File: config.mk
export PLATFORM = sky130hd
export DESIGN_NAME = lfsr_test_ctrl
export DESIGN_NICKNAME = d
export VERILOG_FILES = /design/src/rtl/lfsr_test_ctrl.sv
export SDC_FILE = /design/constraint.sdc
export NUM_CORES = 1
export LEC_CHECK = 0
export ABC_AREA = 0
export BUFFER_PORTS_ARGS = -buffer_cell sky130_fd_sc_hd__buf_2
export CELL_PAD_IN_SITES_DETAIL_PLACEMENT = 0
export CELL_PAD_IN_SITES_GLOBAL_PLACEMENT = 1
export CORE_MARGIN = 4
export CORE_UTILIZATION = 32
export DETAILED_ROUTE_END_ITERATION = 16
export GPL_TIMING_DRIVEN = 0
export PLACE_DENSITY = 0.6
export SLEW_MARGIN = 20
export SYNTH_ARGS = -nofsm -noshare
export SYNTH_HDL_FRONTEND = slang
export SYNTH_SLANG_ARGS = --single-unit
File: constraint.sdc
create_clock -name i_clk -period 5.4 [get_ports i_clk]
set_clock_uncertainty 0.2 [all_clocks]
set_input_delay 0.27 -clock i_clk [delete_from_list [all_inputs] [get_ports i_clk]]
set_output_delay 0.27 -clock i_clk [all_outputs]
set_load 0.02 [all_outputs]
File: src/rtl/lfsr_test_ctrl.sv
// Frame sequencer for an LFSR test-pattern source. It reseeds the external
// generator before every frame and streams fixed-length frames separated by idle gaps.
module lfsr_test_ctrl #(
    parameter logic [15:0] P_FRAME_LEN = 16'd256,
    parameter logic [7:0]  P_GAP_LEN   = 8'd16,
    parameter logic [15:0] P_FRAME_NUM = 16'd4
) (
    input  logic        i_clk,
    input  logic        i_rst,
    input  logic        i_start,
    input  logic        i_stop,
    input  logic        i_tx_ready,
    output logic        o_lfsr_rst,
    input  logic [31:0] i_lfsr_data,
    output logic [31:0] o_tx_data,
    output logic        o_tx_valid,
    output logic        o_tx_last,
    output logic        o_busy,
    output logic        o_done,
    output logic [15:0] o_frame_cnt
);

    localparam logic [2:0] S_IDLE     = 3'd0;
    localparam logic [2:0] S_WAIT_RDY = 3'd1;
    localparam logic [2:0] S_PRIME    = 3'd2;
    localparam logic [2:0] S_SEND     = 3'd3;
    localparam logic [2:0] S_GAP      = 3'd4;

    logic [2:0]  state_q, state_d;
    logic [15:0] wcnt_q, wcnt_d;
    logic [7:0]  gcnt_q, gcnt_d;
    logic [15:0] frame_cnt_q, frame_cnt_d;
    logic        stop_q, stop_d;
    logic        busy_q, busy_d;
    logic        done_q, done_d;
    logic [31:0] tx_data_q, tx_data_d;
    logic        tx_valid_q, tx_valid_d;
    logic        tx_last_q, tx_last_d;
    logic        run_complete;

    // A limit of zero means the run continues until a stop request.
    assign run_complete = (P_FRAME_NUM != 16'd0) && (frame_cnt_q == P_FRAME_NUM);

    always_comb begin
        state_d     = state_q;
        wcnt_d      = wcnt_q;
        gcnt_d      = gcnt_q;
        frame_cnt_d = frame_cnt_q;
        stop_d      = stop_q;
        busy_d      = busy_q;
        done_d      = 1'b0;
        tx_data_d   = 32'd0;
        tx_valid_d  = 1'b0;
        tx_last_d   = 1'b0;

        case (state_q)
            S_IDLE: begin
                if (i_start) begin
                    state_d     = S_WAIT_RDY;
                    frame_cnt_d = 16'd0;
                    stop_d      = 1'b0;
                    busy_d      = 1'b1;
                end
            end
            S_WAIT_RDY: begin
                if (i_stop) begin
                    state_d = S_IDLE;
                    busy_d  = 1'b0;
                    done_d  = 1'b1;
                end else if (i_tx_ready) begin
                    state_d = S_PRIME;
                end
            end
            S_PRIME: begin
                if (i_stop) begin
                    stop_d = 1'b1;
                end
                state_d = S_SEND;
                wcnt_d  = 16'd0;
            end
            S_SEND: begin
                if (i_stop) begin
                    stop_d = 1'b1;
                end
                tx_data_d  = i_lfsr_data;
                tx_valid_d = 1'b1;
                if (wcnt_q == P_FRAME_LEN - 16'd1) begin
                    tx_last_d   = 1'b1;
                    frame_cnt_d = frame_cnt_q + 16'd1;
                    wcnt_d      = 16'd0;
                    gcnt_d      = 8'd0;
                    state_d     = S_GAP;
                end else begin
                    wcnt_d = wcnt_q + 16'd1;
                end
            end
            S_GAP: begin
                if (i_stop) begin
                    stop_d = 1'b1;
                end
                if (gcnt_q == P_GAP_LEN - 8'd1) begin
                    gcnt_d = 8'd0;
                    // A stop arriving in the last gap cycle still ends the run here.
                    if (stop_q || i_stop || run_complete) begin
                        state_d = S_IDLE;
                        stop_d  = 1'b0;
                        busy_d  = 1'b0;
                        done_d  = 1'b1;
                    end else begin
                        state_d = S_WAIT_RDY;
                    end
                end else begin
                    gcnt_d = gcnt_q + 8'd1;
                end
            end
            default: begin
                state_d = S_IDLE;
                busy_d  = 1'b0;
            end
        endcase
    end

    always_ff @(posedge i_clk or posedge i_rst) begin
        if (i_rst) begin
            state_q     <= S_IDLE;
            wcnt_q      <= 16'd0;
            gcnt_q      <= 8'd0;
            frame_cnt_q <= 16'd0;
            stop_q      <= 1'b0;
            busy_q      <= 1'b0;
            done_q      <= 1'b0;
            tx_data_q   <= 32'd0;
            tx_valid_q  <= 1'b0;
            tx_last_q   <= 1'b0;
        end else begin
            state_q     <= state_d;
            wcnt_q      <= wcnt_d;
            gcnt_q      <= gcnt_d;
            frame_cnt_q <= frame_cnt_d;
            stop_q      <= stop_d;
            busy_q      <= busy_d;
            done_q      <= done_d;
            tx_data_q   <= tx_data_d;
            tx_valid_q  <= tx_valid_d;
            tx_last_q   <= tx_last_d;
        end
    end

    // The generator runs only while priming or sending, so each frame restarts at the seed.
    assign o_lfsr_rst  = !((state_q == S_PRIME) || (state_q == S_SEND));
    assign o_tx_data   = tx_data_q;
    assign o_tx_valid  = tx_valid_q;
    assign o_tx_last   = tx_last_q;
    assign o_busy      = busy_q;
    assign o_done      = done_q;
    assign o_frame_cnt = frame_cnt_q;

endmodule

==> summary.txt <==
Status
  • Result of the run: completed

Floorplan
  • I/O pin cnt: 90
  • Die outline height: 117 um
  • Row count: 39
  • Die X: 117 um
  • Area of the core: 0.0116 sq mm
  • Area of the die: 0.0137 sq mm
  • Starting density of the core: 33.0%

Finish
  • Most frequent cells in the layout: sky130_fd_sc_hd__buf_2 (97), sky130_fd_sc_hd__dfrtp_1 (80), sky130_fd_sc_hd__dlygate4sd3_1 (33)
  • Total inserted antenna cells: 0
  • Share of final-layout standard cells stronger than drive strength 1: 25.8%
  • Area growth, synth to finish: 35.4%
  • Final net count: 545
  • Filler cell count in the final layout: 1111
  • Most common cell after layout, fill and taps aside: sky130_fd_sc_hd__buf_2
  • Final core occ: 44.7%

Detailed routing
  • DR iter-0 viols: 146
  • DR vias: 3296
  • Avg Vias per Cell: 5.06
  • Post-route DRC violation count: 0
  • Met2 WL post-DR: 4750 um
  • Metal1 wirelength: 4790 um
  • Highest signal layer in the routed design: met4
  • Number of optimization iterations in the first detailed-route pass: 4
  • Total routed wirelength: 10200 um
  • Remaining antenna violation count: 0
  • Met3 wire length: 575 um
  • Per-cell routed wire length: 15.7 um

STA
  • Final setup slack of the worst path: 2.99 ns
  • Pins Over Slew Limit: 0
  • Final Hold Viols: 0
  • Timing-limited maximum frequency: 0.415 GHz
  • Final worst hold slack: 0.0932 ns
  • Setup repair after global routing missed its margin: no
  • Post-route fraction of the period consumed by the critical path: 44.7%
  • Fin Setup TNS: 0 ns
  • Slew at the pin closest to its max-slew limit: 0.675 ns
  • Setup violation total in the final timing report: 0
  • Fin crit period: 2.41 ns
  • Relative max-transition margin: 54.8%

Setup path
  • Endpoint class of the critical path: flop
  • Required time at the endpoint of the critical path: 5.44 ns
  • Critical path peak fanout: 10
  • Crit start category: flop
  • Crit path cell chain: ha_1 > and3_1 > buf_2 > nand4_4 > buf_2 > nand2_1 > o32ai_1
  • Startpoint of the most critical register-to-register path: wcnt_q[0]
  • Crit-path slowest cell: sky130_fd_sc_hd__dfrtp_1
  • Biggest cell delay along the critical path: 0.43 ns
  • Critical path class: reg2reg
  • Reg2reg path depth: 7
  • Startpoint of the worst setup timing path: wcnt_q[0]
  • Cell repeated most along the worst path: sky130_fd_sc_hd__buf_2
  • Data arrival time of the critical path: 2.45 ns

Synth
  • Syn_area_per_cell: 10.3 sq um
  • Post-synth cell types: 52
  • Synthesized-area fraction occupied by adder cells: 1.31%
  • XOR/XNOR share of the synthesized area: 0.918%
  • YS warnings: 0
  • Part of the Yosys area used for sequential elements: 52.5%
  • Main combinational cell family by area after synthesis: simple AND/OR/NAND/NOR gates
  • Share of the synthesized area in the top cell type: 52.5%
  • Number of flops mapped to enable cells by yosys: 0
  • Biggest area consumer among synthesized cells: sky130_fd_sc_hd__dfrtp_1
  • Share of synthesized cell area in and, or, nand and nor gates: 25.5%
  • Cell types occupying the most area after synthesis: sky130_fd_sc_hd__dfrtp_1 (52%), sky130_fd_sc_hd__and2_1 (5.2%), sky130_fd_sc_hd__nand2_1 (3.1%), sky130_fd_sc_hd__a21oi_1 (2.8%), sky130_fd_sc_hd__mux2i_1 (2.4%)
  • Register bit total from synthesis: 80
  • Share of synthesized area spent on multiplexers: 2.36%
  • Area of the mapped netlist: 0.00381 sq mm
  • Post-synth ARST share: 100%
  • Area fraction in compound gates after synthesis: 13.3%
  • Post-Synthesis Cells: 370
  • Nets in the synthesized netlist: 411
  • Most used DFF post-synth: sky130_fd_sc_hd__dfrtp_1

GRT
  • Global router's overall resource usage: 15.9%
  • Number of global-route vias before repair: 3364
  • First-pass GRT wire length: 17000 um
  • Number of antenna violations at the first check in global routing: 0
  • Maximum number of pins on one net before global-route repair: 46
  • Overflow left after global routing: 0

Clock network
  • Clock insertion delay at the later pin of the skew report: 0.34 ns
  • Total number of clock tree sinks: 80
  • Clock-pin slew on the worst setup and hold paths: 0.06 ns
  • CTS tree: built
  • Setup bufs post-CTS: 0
  • Root cell of the clock tree: sky130_fd_sc_hd__clkbuf_16
  • Buffers from clock root to sink, at most: 2
  • Clock H-tree levels: 3
  • Number of buffers inserted during clock tree synthesis: 9

Pwr
  • Leakage component of the power: 0.00243 uW
  • Sum of internal, switching and leakage power: 1990 uW
  • Power per Cell Area: 385 mW/mm^2
  • Worst supply voltage drop on vdd: 189 uV

Hold path
  • Worst Hold Depth: 3
  • Startpoint of the most critical hold path: i_stop
  • Worst min-delay path class: in2reg

Placed design
  • Buffers added on ports: 89
  • Worst setup timing slack at the placement stage: 2.98 ns
  • Global placer's final weighted congestion: 0.780
  • Half-perimeter wire length after detailed placement: 7070 um

Job
  • Max capacitance violation total: 0
## flip-flops by register name, indices dropped and copies added (netlist names)
signal and cells:
gcnt_q 8, stop_q 1, o_tx_last 1, o_frame_cnt 16, o_tx_data 32, wcnt_q 16, o_done 1, o_busy 1
state_q 3, o_tx_valid 1
## cells in the mapped netlist (2+ instances only)
cell type and instances:
sky130_fd_sc_hd__or4_1 9, sky130_fd_sc_hd__mux2i_1 9, sky130_fd_sc_hd__o21a_1 3, sky130_fd_sc_hd__nand3_1 18, sky130_fd_sc_hd__nor4_2 2, sky130_fd_sc_hd__a21oi_1 21
sky130_fd_sc_hd__nand2_1 31, sky130_fd_sc_hd__o22ai_1 4, sky130_fd_sc_hd__inv_1 18, sky130_fd_sc_hd__and3_1 5, sky130_fd_sc_hd__nand4_1 12, sky130_fd_sc_hd__dfrtp_1 80
sky130_fd_sc_hd__a31oi_1 10, sky130_fd_sc_hd__nor2b_1 2, sky130_fd_sc_hd__o32ai_1 2, sky130_fd_sc_hd__nand2b_1 4, sky130_fd_sc_hd__buf_2 8, sky130_fd_sc_hd__and4_1 6
sky130_fd_sc_hd__o31ai_1 9, sky130_fd_sc_hd__nor4_1 5, sky130_fd_sc_hd__xnor2_1 2, sky130_fd_sc_hd__clkbuf_1 10, sky130_fd_sc_hd__and2_1 32, sky130_fd_sc_hd__or3_1 3
sky130_fd_sc_hd__xor2_1 2, sky130_fd_sc_hd__nor3_1 5, sky130_fd_sc_hd__nor3b_1 2, sky130_fd_sc_hd__nor2_1 8, sky130_fd_sc_hd__nor4_4 2, sky130_fd_sc_hd__a41oi_1 4
sky130_fd_sc_hd__ha_1 4, sky130_fd_sc_hd__a211oi_1 2, sky130_fd_sc_hd__o21ai_0 17
## power by group
part / switching, uW / internal, uW / total, uW
registers: 41.9 / 678 / 720
logic: 334 / 194 / 529
clock network: 247 / 495 / 742
## cells by family (layout without fill, tap and decap cells)
group / after synthesis / in the layout
muxes: 9 / 9
AOI/OAI and AO/OA: 79 / 79
adders and majority gates: 4 / 4
DFF: 80 / 80
buffers and inverters: 38 / 176
and+or+nand+nor: 156 / 156
xor gates and xnor gates: 4 / 4
## critical path, delay by kind of cell, from the launching register on
kind                     cells  cell delay (ns)
flip-flops                   1             0.43
AO/OA/AOI/OAI                1             0.35
AND/OR/NAND/NOR              3             0.60
buffers and inverters        2             0.46
adder cells (fa/ha/maj)      1             0.27
## layout make-up
class	instances	area [sq um]	share of cell area (%)
Sequential cell	80	2000	38.8
Timing Repair Buffer	123	803	15.5
Multi-Input combinational cell	252	1660	32.2
Clock buffer	9	225	4.36
Inverter	19	73.8	1.43
Buffer	19	88.8	1.72
Tap cell	143	179	3.46
Clock inverter	6	133	2.57
## worst paths after layout
| kind | to | slack, ns |
|---|---|---|
| max | wcnt_q[8] | 2.99 |
| min | o_done | 0.09 |
| max reg2reg | wcnt_q[8] | 2.99 |
| min reg2reg | stop_q | 0.30 |
| max in group asynchronous | o_frame_cnt[12] | 4.09 |
| min in group asynchronous | o_tx_data[7] | 0.32 |
## through the flow
| stage | cell area, sq um | std cells |
|---|---|---|
| 2_1_floorplan | 3810 | 370 |
| 3_3_place_gp | 4440 | 602 |
| 3_5_place_dp | 4470 | 603 |
| 4_1_cts | 5160 | 651 |
| 5_1_grt | 5170 | 651 |
| 6_report | 5170 | 651 |
## routing by layer
layer | vias to the layer above | track usage [%]
li1 | 1619 | -
met1 | 1592 | 21.1
met2 | 77 | 25.6
met3 | 8 | 4.32
met4 | 0 | 4.36
met5 | - | 0
## timing repair
action                                 in CTS  in global routing
hold buffers                               33                  0
endpoints found under the hold margin      67                  0
resized for setup                           0                  0
(Power assumes the default switching activity.)
